**src/rtl/keccak_msg_framer_if.sv**
```systemverilog
// Handshake bundle between the host-side adapter and the Keccak message framer:
// command, raw message source, framed output and status.
interface keccak_msg_framer_if #(
  parameter int LEN_W = 32
);
  logic             cmd_valid;
  logic             cmd_ready;
  logic [1:0]       cmd_mode;
  logic [LEN_W-1:0] cmd_msg_bits;
  logic [28:0]      cmd_out_bits;
  logic             src_valid;
  logic             src_ready;
  logic [63:0]      src_data;
  logic             dout_valid;
  logic             dout_ready;
  logic [63:0]      dout;
  logic             busy;
  logic             done;

  modport master (
    output cmd_valid, cmd_mode, cmd_msg_bits, cmd_out_bits,
    output src_valid, src_data, dout_ready,
    input  cmd_ready, src_ready, dout_valid, dout, busy, done
  );

  modport slave (
    input  cmd_valid, cmd_mode, cmd_msg_bits, cmd_out_bits,
    input  src_valid, src_data, dout_ready,
    output cmd_ready, src_ready, dout_valid, dout, busy, done
  );
endinterface

```
**src/rtl/keccak_msg_framer.sv**
```systemverilog
// Splits a message into segments of at most SEG_BITS and emits, per segment,
// one header word followed by its data words through a single output register.
module keccak_msg_framer #(
  parameter int SEG_BITS = 1088,
  parameter int LEN_W    = 32
) (
  input  logic clk,
  input  logic rst,
  keccak_msg_framer_if.slave bus
);
  typedef enum logic [1:0] {IDLE, HDR, DATA, FIN} state_t;

  localparam logic [LEN_W-1:0] SEG_LEN = LEN_W'(SEG_BITS);

  state_t           state_reg, state_next;
  logic [1:0]       mode_reg, mode_next;
  logic [28:0]      out_bits_reg, out_bits_next;
  logic [LEN_W-1:0] rem_reg, rem_next;
  logic [LEN_W-1:0] words_left_reg, words_left_next;
  logic [5:0]       tail_reg, tail_next;
  logic [63:0]      dout_reg, dout_next;
  logic             dout_valid_reg, dout_valid_next;
  logic             busy_reg, busy_next;
  logic             done_reg, done_next;

  logic             out_free;
  logic             src_hs;
  logic             seg_final;
  logic [LEN_W-1:0] seg_len;
  logic [LEN_W-1:0] seg_words;
  logic [63:0]      tail_mask;

  assign out_free  = !dout_valid_reg || bus.dout_ready;
  assign seg_final = (rem_reg <= SEG_LEN);
  assign seg_len   = seg_final ? rem_reg : SEG_LEN;
  assign seg_words = (seg_len + LEN_W'(63)) >> 6;

  // Only the final segment can end mid-word; tail_reg is 0 for full segments.
  assign tail_mask = (tail_reg != 6'd0 && words_left_reg == LEN_W'(1))
                     ? ~(64'hFFFF_FFFF_FFFF_FFFF >> tail_reg)
                     : 64'hFFFF_FFFF_FFFF_FFFF;

  assign bus.cmd_ready  = (state_reg == IDLE);
  assign bus.src_ready  = (state_reg == DATA) && out_free;
  assign src_hs         = bus.src_valid && bus.src_ready;
  assign bus.dout       = dout_reg;
  assign bus.dout_valid = dout_valid_reg;
  assign bus.busy       = busy_reg;
  assign bus.done       = done_reg;

  always_ff @(posedge clk or negedge rst) begin
    if (!rst) begin
      state_reg      <= IDLE;
      mode_reg       <= '0;
      out_bits_reg   <= '0;
      rem_reg        <= '0;
      words_left_reg <= '0;
      tail_reg       <= '0;
      dout_reg       <= '0;
      dout_valid_reg <= 1'b0;
      busy_reg       <= 1'b0;
      done_reg       <= 1'b0;
    end else begin
      state_reg      <= state_next;
      mode_reg       <= mode_next;
      out_bits_reg   <= out_bits_next;
      rem_reg        <= rem_next;
      words_left_reg <= words_left_next;
      tail_reg       <= tail_next;
      dout_reg       <= dout_next;
      dout_valid_reg <= dout_valid_next;
      busy_reg       <= busy_next;
      done_reg       <= done_next;
    end
  end

  always_comb begin
    state_next      = state_reg;
    mode_next       = mode_reg;
    out_bits_next   = out_bits_reg;
    rem_next        = rem_reg;
    words_left_next = words_left_reg;
    tail_next       = tail_reg;
    dout_next       = dout_reg;
    dout_valid_next = dout_valid_reg;
    busy_next       = busy_reg;
    done_next       = 1'b0;

    case (state_reg)
      IDLE: begin
        if (bus.cmd_valid) begin
          mode_next       = bus.cmd_mode;
          out_bits_next   = bus.cmd_out_bits;
          rem_next        = {bus.cmd_msg_bits[LEN_W-1:3], 3'b000};
          words_left_next = '0;
          tail_next       = '0;
          busy_next       = 1'b1;
          state_next      = HDR;
        end
      end
      HDR: begin
        if (out_free) begin
          dout_next       = {seg_final, mode_reg, out_bits_reg, 32'(seg_len)};
          dout_valid_next = 1'b1;
          words_left_next = seg_words;
          rem_next        = rem_reg - seg_len;
          tail_next       = seg_final ? seg_len[5:0] : 6'd0;
          state_next      = (seg_words != '0) ? DATA : FIN;
        end
      end
      DATA: begin
        if (src_hs && words_left_reg != '0) begin
          dout_next       = bus.src_data & tail_mask;
          dout_valid_next = 1'b1;
          words_left_next = words_left_reg - LEN_W'(1);
          if (words_left_reg == LEN_W'(1))
            state_next = (rem_reg != '0) ? HDR : FIN;
        end else if (out_free) begin
          dout_valid_next = 1'b0;
        end
      end
      FIN: begin
        if (out_free) begin
          dout_valid_next = 1'b0;
          done_next       = 1'b1;
          busy_next       = 1'b0;
          state_next      = IDLE;
        end
      end
      default: state_next = IDLE;
    endcase
  end
endmodule

```
**src/flat_wrapper.sv**
```systemverilog
// flat-port wrapper written by rule: the top's interface ports become plain ports
module keccak_msg_framer_flat 
#(
  parameter int SEG_BITS = 1088,
  parameter int LEN_W    = 32
)
  (clk, rst, bus_cmd_valid, bus_cmd_mode, bus_cmd_msg_bits, bus_cmd_out_bits, bus_src_valid, bus_src_data, bus_dout_ready, bus_cmd_ready, bus_src_ready, bus_dout_valid, bus_dout, bus_busy, bus_done);
  keccak_msg_framer_if #(.LEN_W(LEN_W)) bus_i ();
  input  logic clk;
  input  logic rst;
  input wire logic [$bits(bus_i.cmd_valid)-1:0] bus_cmd_valid;
  input wire logic [$bits(bus_i.cmd_mode)-1:0] bus_cmd_mode;
  input wire logic [$bits(bus_i.cmd_msg_bits)-1:0] bus_cmd_msg_bits;
  input wire logic [$bits(bus_i.cmd_out_bits)-1:0] bus_cmd_out_bits;
  input wire logic [$bits(bus_i.src_valid)-1:0] bus_src_valid;
  input wire logic [$bits(bus_i.src_data)-1:0] bus_src_data;
  input wire logic [$bits(bus_i.dout_ready)-1:0] bus_dout_ready;
  output wire logic [$bits(bus_i.cmd_ready)-1:0] bus_cmd_ready;
  output wire logic [$bits(bus_i.src_ready)-1:0] bus_src_ready;
  output wire logic [$bits(bus_i.dout_valid)-1:0] bus_dout_valid;
  output wire logic [$bits(bus_i.dout)-1:0] bus_dout;
  output wire logic [$bits(bus_i.busy)-1:0] bus_busy;
  output wire logic [$bits(bus_i.done)-1:0] bus_done;
  assign bus_i.cmd_valid = bus_cmd_valid;
  assign bus_i.cmd_mode = bus_cmd_mode;
  assign bus_i.cmd_msg_bits = bus_cmd_msg_bits;
  assign bus_i.cmd_out_bits = bus_cmd_out_bits;
  assign bus_i.src_valid = bus_src_valid;
  assign bus_i.src_data = bus_src_data;
  assign bus_i.dout_ready = bus_dout_ready;
  assign bus_cmd_ready = bus_i.cmd_ready;
  assign bus_src_ready = bus_i.src_ready;
  assign bus_dout_valid = bus_i.dout_valid;
  assign bus_dout = bus_i.dout;
  assign bus_busy = bus_i.busy;
  assign bus_done = bus_i.done;
  keccak_msg_framer #(.SEG_BITS(SEG_BITS), .LEN_W(LEN_W)) u_core (.clk(clk), .rst(rst), .bus(bus_i));
endmodule
```
**config.mk**
```make
export PLATFORM = sky130hd
export DESIGN_NAME = keccak_msg_framer_flat
export DESIGN_NICKNAME = d
export VERILOG_FILES = /design/src/rtl/keccak_msg_framer_if.sv /design/src/rtl/keccak_msg_framer.sv /design/src/flat_wrapper.sv
export SDC_FILE = /design/constraint.sdc
export NUM_CORES = 1
export LEC_CHECK = 0
export CAP_MARGIN = 10
export CELL_PAD_IN_SITES_DETAIL_PLACEMENT = 1
export CELL_PAD_IN_SITES_GLOBAL_PLACEMENT = 1
export CORE_ASPECT_RATIO = 1.2
export CORE_MARGIN = 2
export CORE_UTILIZATION = 30
export CTS_CLUSTER_SIZE = 24
export DETAILED_ROUTE_END_ITERATION = 10
export PLACE_DENSITY_LB_ADDON = 0.1
export SKIP_CTS_REPAIR_TIMING = 1
export SYNTH_ARGS = -nofsm -noshare
export SYNTH_HDL_FRONTEND = slang
export SYNTH_SLANG_ARGS = --single-unit
```
**constraint.sdc**
```tcl
create_clock -name clk -period 2.6 [get_ports clk]
set_input_delay 0.52 -clock clk [delete_from_list [all_inputs] [get_ports clk]]
set_output_delay 0.52 -clock clk [all_outputs]
set_load 0.005 [all_outputs]
```
# ---- After elaboration in Yosys (flattened, before gate mapping)
# Cells that the tools add are included.
# Widths: inputs -> output; s select.
dict set report totals {
  regBits 170
  latchBits 0
  ram_bits 0
  mem_bits_ro 0
  input_bits 132
  output_inout_bits 69
  wordCells 82
  mem_count 0
}
dict set report classes {
  addsub 3
  multipliers 0
  div 0
  order_cmp 1
  n_eq_ne 9
  n_shift 1
  muxes 33
  bitwise 2
  reduce_logical 23
}
# op count
set op_table {}
lappend op_table {{$mux 32} 6}
lappend op_table {{$mux 64} 3}
lappend op_table {{$pmux 64 s2} 1}
lappend op_table {{$pmux 32 s3} 1}
lappend op_table {{$reduce_bool 32->1} 3}
lappend op_table {{$and 64x64->64} 1}
lappend op_table {{$not 64->64} 1}
lappend op_table {{$pmux 32 s2} 1}
lappend op_table {{$shr 64x6->64 const A} 1}
lappend op_table {{$add 32x6->32 const B} 1}
lappend op_table {{$eq 32x1->1 const B} 1}
lappend op_table {{$le 32x11->1 const B} 1}
lappend op_table {{$sub 32x1->32 const B} 1}
lappend op_table {{$sub 32x32->32} 1}
lappend op_table {{$mux 6} 3}
lappend op_table {{$mux 2} 6}
lappend op_table {{$pmux 6 s2} 1}
lappend op_table {{$reduce_and 3->1} 3}
lappend op_table {{$mux 1} 8}
lappend op_table {{$pmux 2 s4} 1}
lappend op_table {{$ne 2x2->1 const B} 3}
lappend op_table {{$reduce_bool 2->1} 3}
lappend op_table {{$reduce_bool 3->1} 2}
lappend op_table {{$reduce_bool 6->1} 1}
lappend op_table {{other kinds (12)} 18}

# ---- Logic depth before layout (Yosys ltp)
dict set report logic_depth {
  depth_word 7
  ltp_mapped 14
  ltp_nobuf 12
}

# ---- Worst setup path before layout
# No wires, ideal clock.
dict set report synth_timing {
  path_type {reg-to-reg}
  startpoint {register u_core.words_left_reg[18]}
  endpoint {register u_core.dout_reg[63], in the netlist u_core.bus.dout[63]}
  setup_time_ns 0.126
  arrival_ns 2.643
  required_time_ns 2.474
  path_slack_ns -0.169
  stages_incl_launch_ff 9
  n_path_buf 2
  period_less_slack_ns 2.769
  path_cell_list {dfrtp_1 > or4_1 > clkbuf_1 > or3_4 > or4_4 > a21oi_2 > buf_4 > nor3_1 > a221o_1}
}
dict set report synth_between {
  elab_chain_cells 6
  word_cells_on_any_way 10
  classes_between {eq/ne (2); mux (3); bitwise (1); reduce/logical (4)}
}
# item line_no
set synth_rtl {}
lappend synth_rtl {{from (decl)} keccak_msg_framer.sv:19} ;# logic [LEN_W-1:0] words_left_reg, words_left_next;
lappend synth_rtl {{from (signal assigned)} keccak_msg_framer.sv:68} ;# words_left_reg <= words_left_next;
lappend synth_rtl {{$eq 32x1->1} keccak_msg_framer.sv:39} ;# assign tail_mask = (tail_reg != 6'd0 && words_left_reg == LEN_W'(1))
lappend synth_rtl {{$logic_and 1x1->1} keccak_msg_framer.sv:39}
lappend synth_rtl {{$mux 64} keccak_msg_framer.sv:40} ;# ? ~(64'hFFFF_FFFF_FFFF_FFFF >> tail_reg)
lappend synth_rtl {{$and 64x64->64} keccak_msg_framer.sv:113} ;# dout_next = bus.src_data & tail_mask;
lappend synth_rtl {{$mux 64} keccak_msg_framer.sv:112} ;# if (src_hs && words_left_reg != '0) begin
lappend synth_rtl {{$pmux 64 s2} keccak_msg_framer.sv:89} ;# case (state_reg)
lappend synth_rtl {{to (signal assigned)} keccak_msg_framer.sv:70} ;# dout_reg <= dout_next;
lappend synth_rtl {{to (decl)} keccak_msg_framer.sv:21} ;# logic [63:0] dout_reg, dout_next;
# Parallel ways exist; a longest one is shown, timed or not. The select of a mux whose other input is x is not followed.
# A chain may end at the register's enable or synchronous reset.

# ---- Worst setup path after layout
dict set report layout_timing {
  startpoint {register u_core.words_left_reg[24]}
  endpoint {register u_core.dout_reg[63], in the netlist u_core.bus.dout[63]}
}
# Same word-level chain as after synthesis.

==> results.sh <==
export IMPL_die_area_mm2=0.03308
export IMPL_synth_yosys_seq_area_share=0.4483
export IMPL_hpwlAfterDp_um=27430
export IMPL_synthCells=1056
export IMPL_via_per_inst=5.446
export IMPL_drt_iter0_markers=478
export IMPL_finalHoldViolCount=0
export IMPL_crit_fanout=6
export IMPL_r2r_slack_ps=-250
export IMPL_antenna_left=0
export IMPL_tritoncts="yes"
export IMPL_mostFrequentLayoutCell="clkdlybuf4s50_1"
export IMPL_htree_levels=4
export IMPL_drive_gt1_frac=0.2342
export IMPL_place_inst=1745
export IMPL_cp_arrival_ps=3180
export IMPL_crit_family="simple AND/OR/NAND/NOR gates"
export IMPL_synth_flop_cell="dfrtp_1"
export IMPL_dpl_worst_slack_ps=-356.1
export IMPL_violations="negative setup slack"
export IMPL_max_freq_mhz=350.7
export IMPL_worst_pin_slew_ps=645.0
export IMPL_overflow=0
export IMPL_clk_path_buf_depth=2
export IMPL_ys_warnings_count=0
export IMPL_final_cells=1794
export IMPL_synthArstFlopShare=1.000
export IMPL_maxCapViolCount=0
export IMPL_leakagePower_nw=5.875
export IMPL_detail_route_wl_per_cell_um=21.40
export IMPL_cpMostUsedCell="or4_4"
export IMPL_status="complete, but fails checks"
export IMPL_worstPathCellList="or4_4 > or4_4 > or4_4 > a21oi_4 > buf_12 > buf_12 > nor3_2 > a221o_1"
export IMPL_first_pass_iters=5
export IMPL_multi_input_area_mm2=0.005176
export IMPL_grt_pass1_vias=10080
export IMPL_die_x_um=166.4
export IMPL_drc=0
export IMPL_synth_distinct_cells=72
export IMPL_hold_class="in -> async"
export IMPL_dr_total_vias=9770
export IMPL_clock_root_buffer="clkbuf_16"
export IMPL_grtUsageTotal=0.2268
export IMPL_start_util=0.3035
export IMPL_total_power_mw=18.18
export IMPL_syn_nets=1196
export IMPL_portBuffers=197
export IMPL_clk_pin_slew_ps=70
export IMPL_syn_area_mm2=0.009490
export IMPL_grt_pass1_wl_um=58770
export IMPL_path_buf_inv=2
export IMPL_fin_nets=1519
export IMPL_final_cell_mix="clkdlybuf4s50_1 (196), dfrtp_1 (169), buf_4 (149)"
export IMPL_slowest_delay_ps=550
export IMPL_layout_setup_ws_ps=-251.3
export IMPL_crit_slowest_cell="or4_4"
export IMPL_critPathKind="reg -> reg"
export IMPL_cp_start_kind="flip-flop"
export IMPL_irDropWorstVdd_mv=0.6334
export IMPL_post_route_min_period_ps=2851
export IMPL_fillers=3574
export IMPL_die_y_um=198.8
export IMPL_largest_register_ffs=64
export IMPL_ys_seq_elements=170
export IMPL_ios=201
export IMPL_min_period_over_period=1.097
export IMPL_clk_latency_ps=450
export IMPL_setup_viol=77
export IMPL_required_ps=2920
export IMPL_core_mm2=0.03127
export IMPL_slew_headroom=0.5646
export IMPL_slew_viol_final=0
export IMPL_area_growth_pct=50.41
export IMPL_rows=71
export IMPL_grt_max_degree=71
export IMPL_antenna_found_initial=1
export IMPL_postSynthAreaPerCell_um2=8.987
export IMPL_wl_um=38390
export IMPL_cts_num_sinks=170
export IMPL_synth_edf_count=0
export IMPL_place_gp_congestion=0.8812
export IMPL_seqCellArea_mm2=0.004255
export IMPL_end_kind="flip-flop"
export IMPL_fin_skew_ps=10.88
export IMPL_fin_tns_setup_ps=-13930
export IMPL_grt_setup_unrepaired="yes"
export IMPL_cts_buffers=17
export IMPL_p_per_area_mw_per_mm2=1274
## power breakdown
group          leakage (nW)  internal, mW  total, mW  switching, mW
clock network         0.291          1.46       2.72           1.26
registers              2.12          3.69       4.42          0.735
logic                  3.47          5.34       11.0           5.70
total                  5.87          10.5       18.2           7.70
## stage by stage
stage               cell area, um^2  hold slack (ps)    util
floorplan                      9559            224.4       -
global placement              13150            450.4  0.4207
detailed placement            13150            457.9  0.4207
CTS                           13760            58.91  0.4401
global route                  14270            71.54  0.4565
finish                        14270            32.86  0.4565
## final cells by class
class,instances,area share
multi-input combinational,795,0.3626
sequential,170,0.2981
timing repair buffer,379,0.2573
tap,401,0.03515
clock buffer,18,0.03006
clock inverter,14,0.01245
inverter,16,0.004207
antenna,1,0.0001753
## synthesized netlist by cell type, drive strengths merged, types with 4 or more instances
| cell | number | area share |
|---|---|---|
| a211oi | 10 | 0.0079 |
| a21o | 10 | 0.0079 |
| a21oi | 102 | 0.054 |
| a221o | 4 | 0.0042 |
| a22o | 11 | 0.010 |
| a31oi | 20 | 0.013 |
| a32o | 22 | 0.023 |
| a32oi | 11 | 0.010 |
| a41oi | 4 | 0.0037 |
| and2 | 9 | 0.0059 |
| and3 | 11 | 0.0073 |
| buf | 12 | 0.0086 |
| clkbuf | 63 | 0.025 |
| dfrtp | 170 | 0.45 |
| ha | 8 | 0.011 |
| inv | 15 | 0.0059 |
| mux2 | 34 | 0.040 |
| mux2i | 9 | 0.0095 |
| nand2 | 116 | 0.046 |
| nand2b | 7 | 0.0046 |
| nand3 | 29 | 0.015 |
| nand4 | 8 | 0.0053 |
| nor2 | 90 | 0.036 |
| nor2b | 5 | 0.0033 |
| nor3 | 44 | 0.023 |
| nor4 | 22 | 0.015 |
| o211ai | 30 | 0.024 |
| o21a | 6 | 0.0047 |
| o21ai | 67 | 0.035 |
| o311a | 4 | 0.0042 |
| o311ai | 10 | 0.0092 |
| o31ai | 8 | 0.0063 |
| o41ai | 5 | 0.0046 |
| or2 | 7 | 0.0046 |
| or3 | 13 | 0.0091 |
| or4 | 12 | 0.011 |
## final timing paths
kind	start	to	depth (start not counted)
max in group asynchronous	rst	u_core.bus.dout[4]	2
worst max-delay path	u_core.words_left_reg[24]	u_core.bus.dout[63]	8
worst max register to register	u_core.words_left_reg[24]	u_core.bus.dout[63]	8
worst min-delay path	rst	u_core.out_bits_reg[2]	1
worst min register to register	u_core.bus.dout[31]	u_core.bus.dout[31]	2
min in group clk	u_core.bus.dout[31]	u_core.bus.dout[31]	2
## kinds of logic after synthesis
logic type	synth area share
DFF	0.4483
and+or+nand+nor	0.1927
xor gates and xnor gates	0.002769
other	0.0003951
AOI/OAI and AO/OA	0.2556
buffers and inverters	0.03981
muxes	0.04984
adders and majority gates	0.01055
## per-layer routing
| layer | up-vias | routed length [um] | track usage |
|---|---|---|---|
| li1 | 4629 | - | - |
| met1 | 4936 | 16980 | 0.2880 |
| met2 | 162 | 19510 | 0.4001 |
| met3 | 43 | 1005 | 0.03064 |
| met4 | 0 | 893 | 0.07216 |
| met5 | - | 0 | 0 |
No activity file was read; power rests on OpenSTA's default activity.
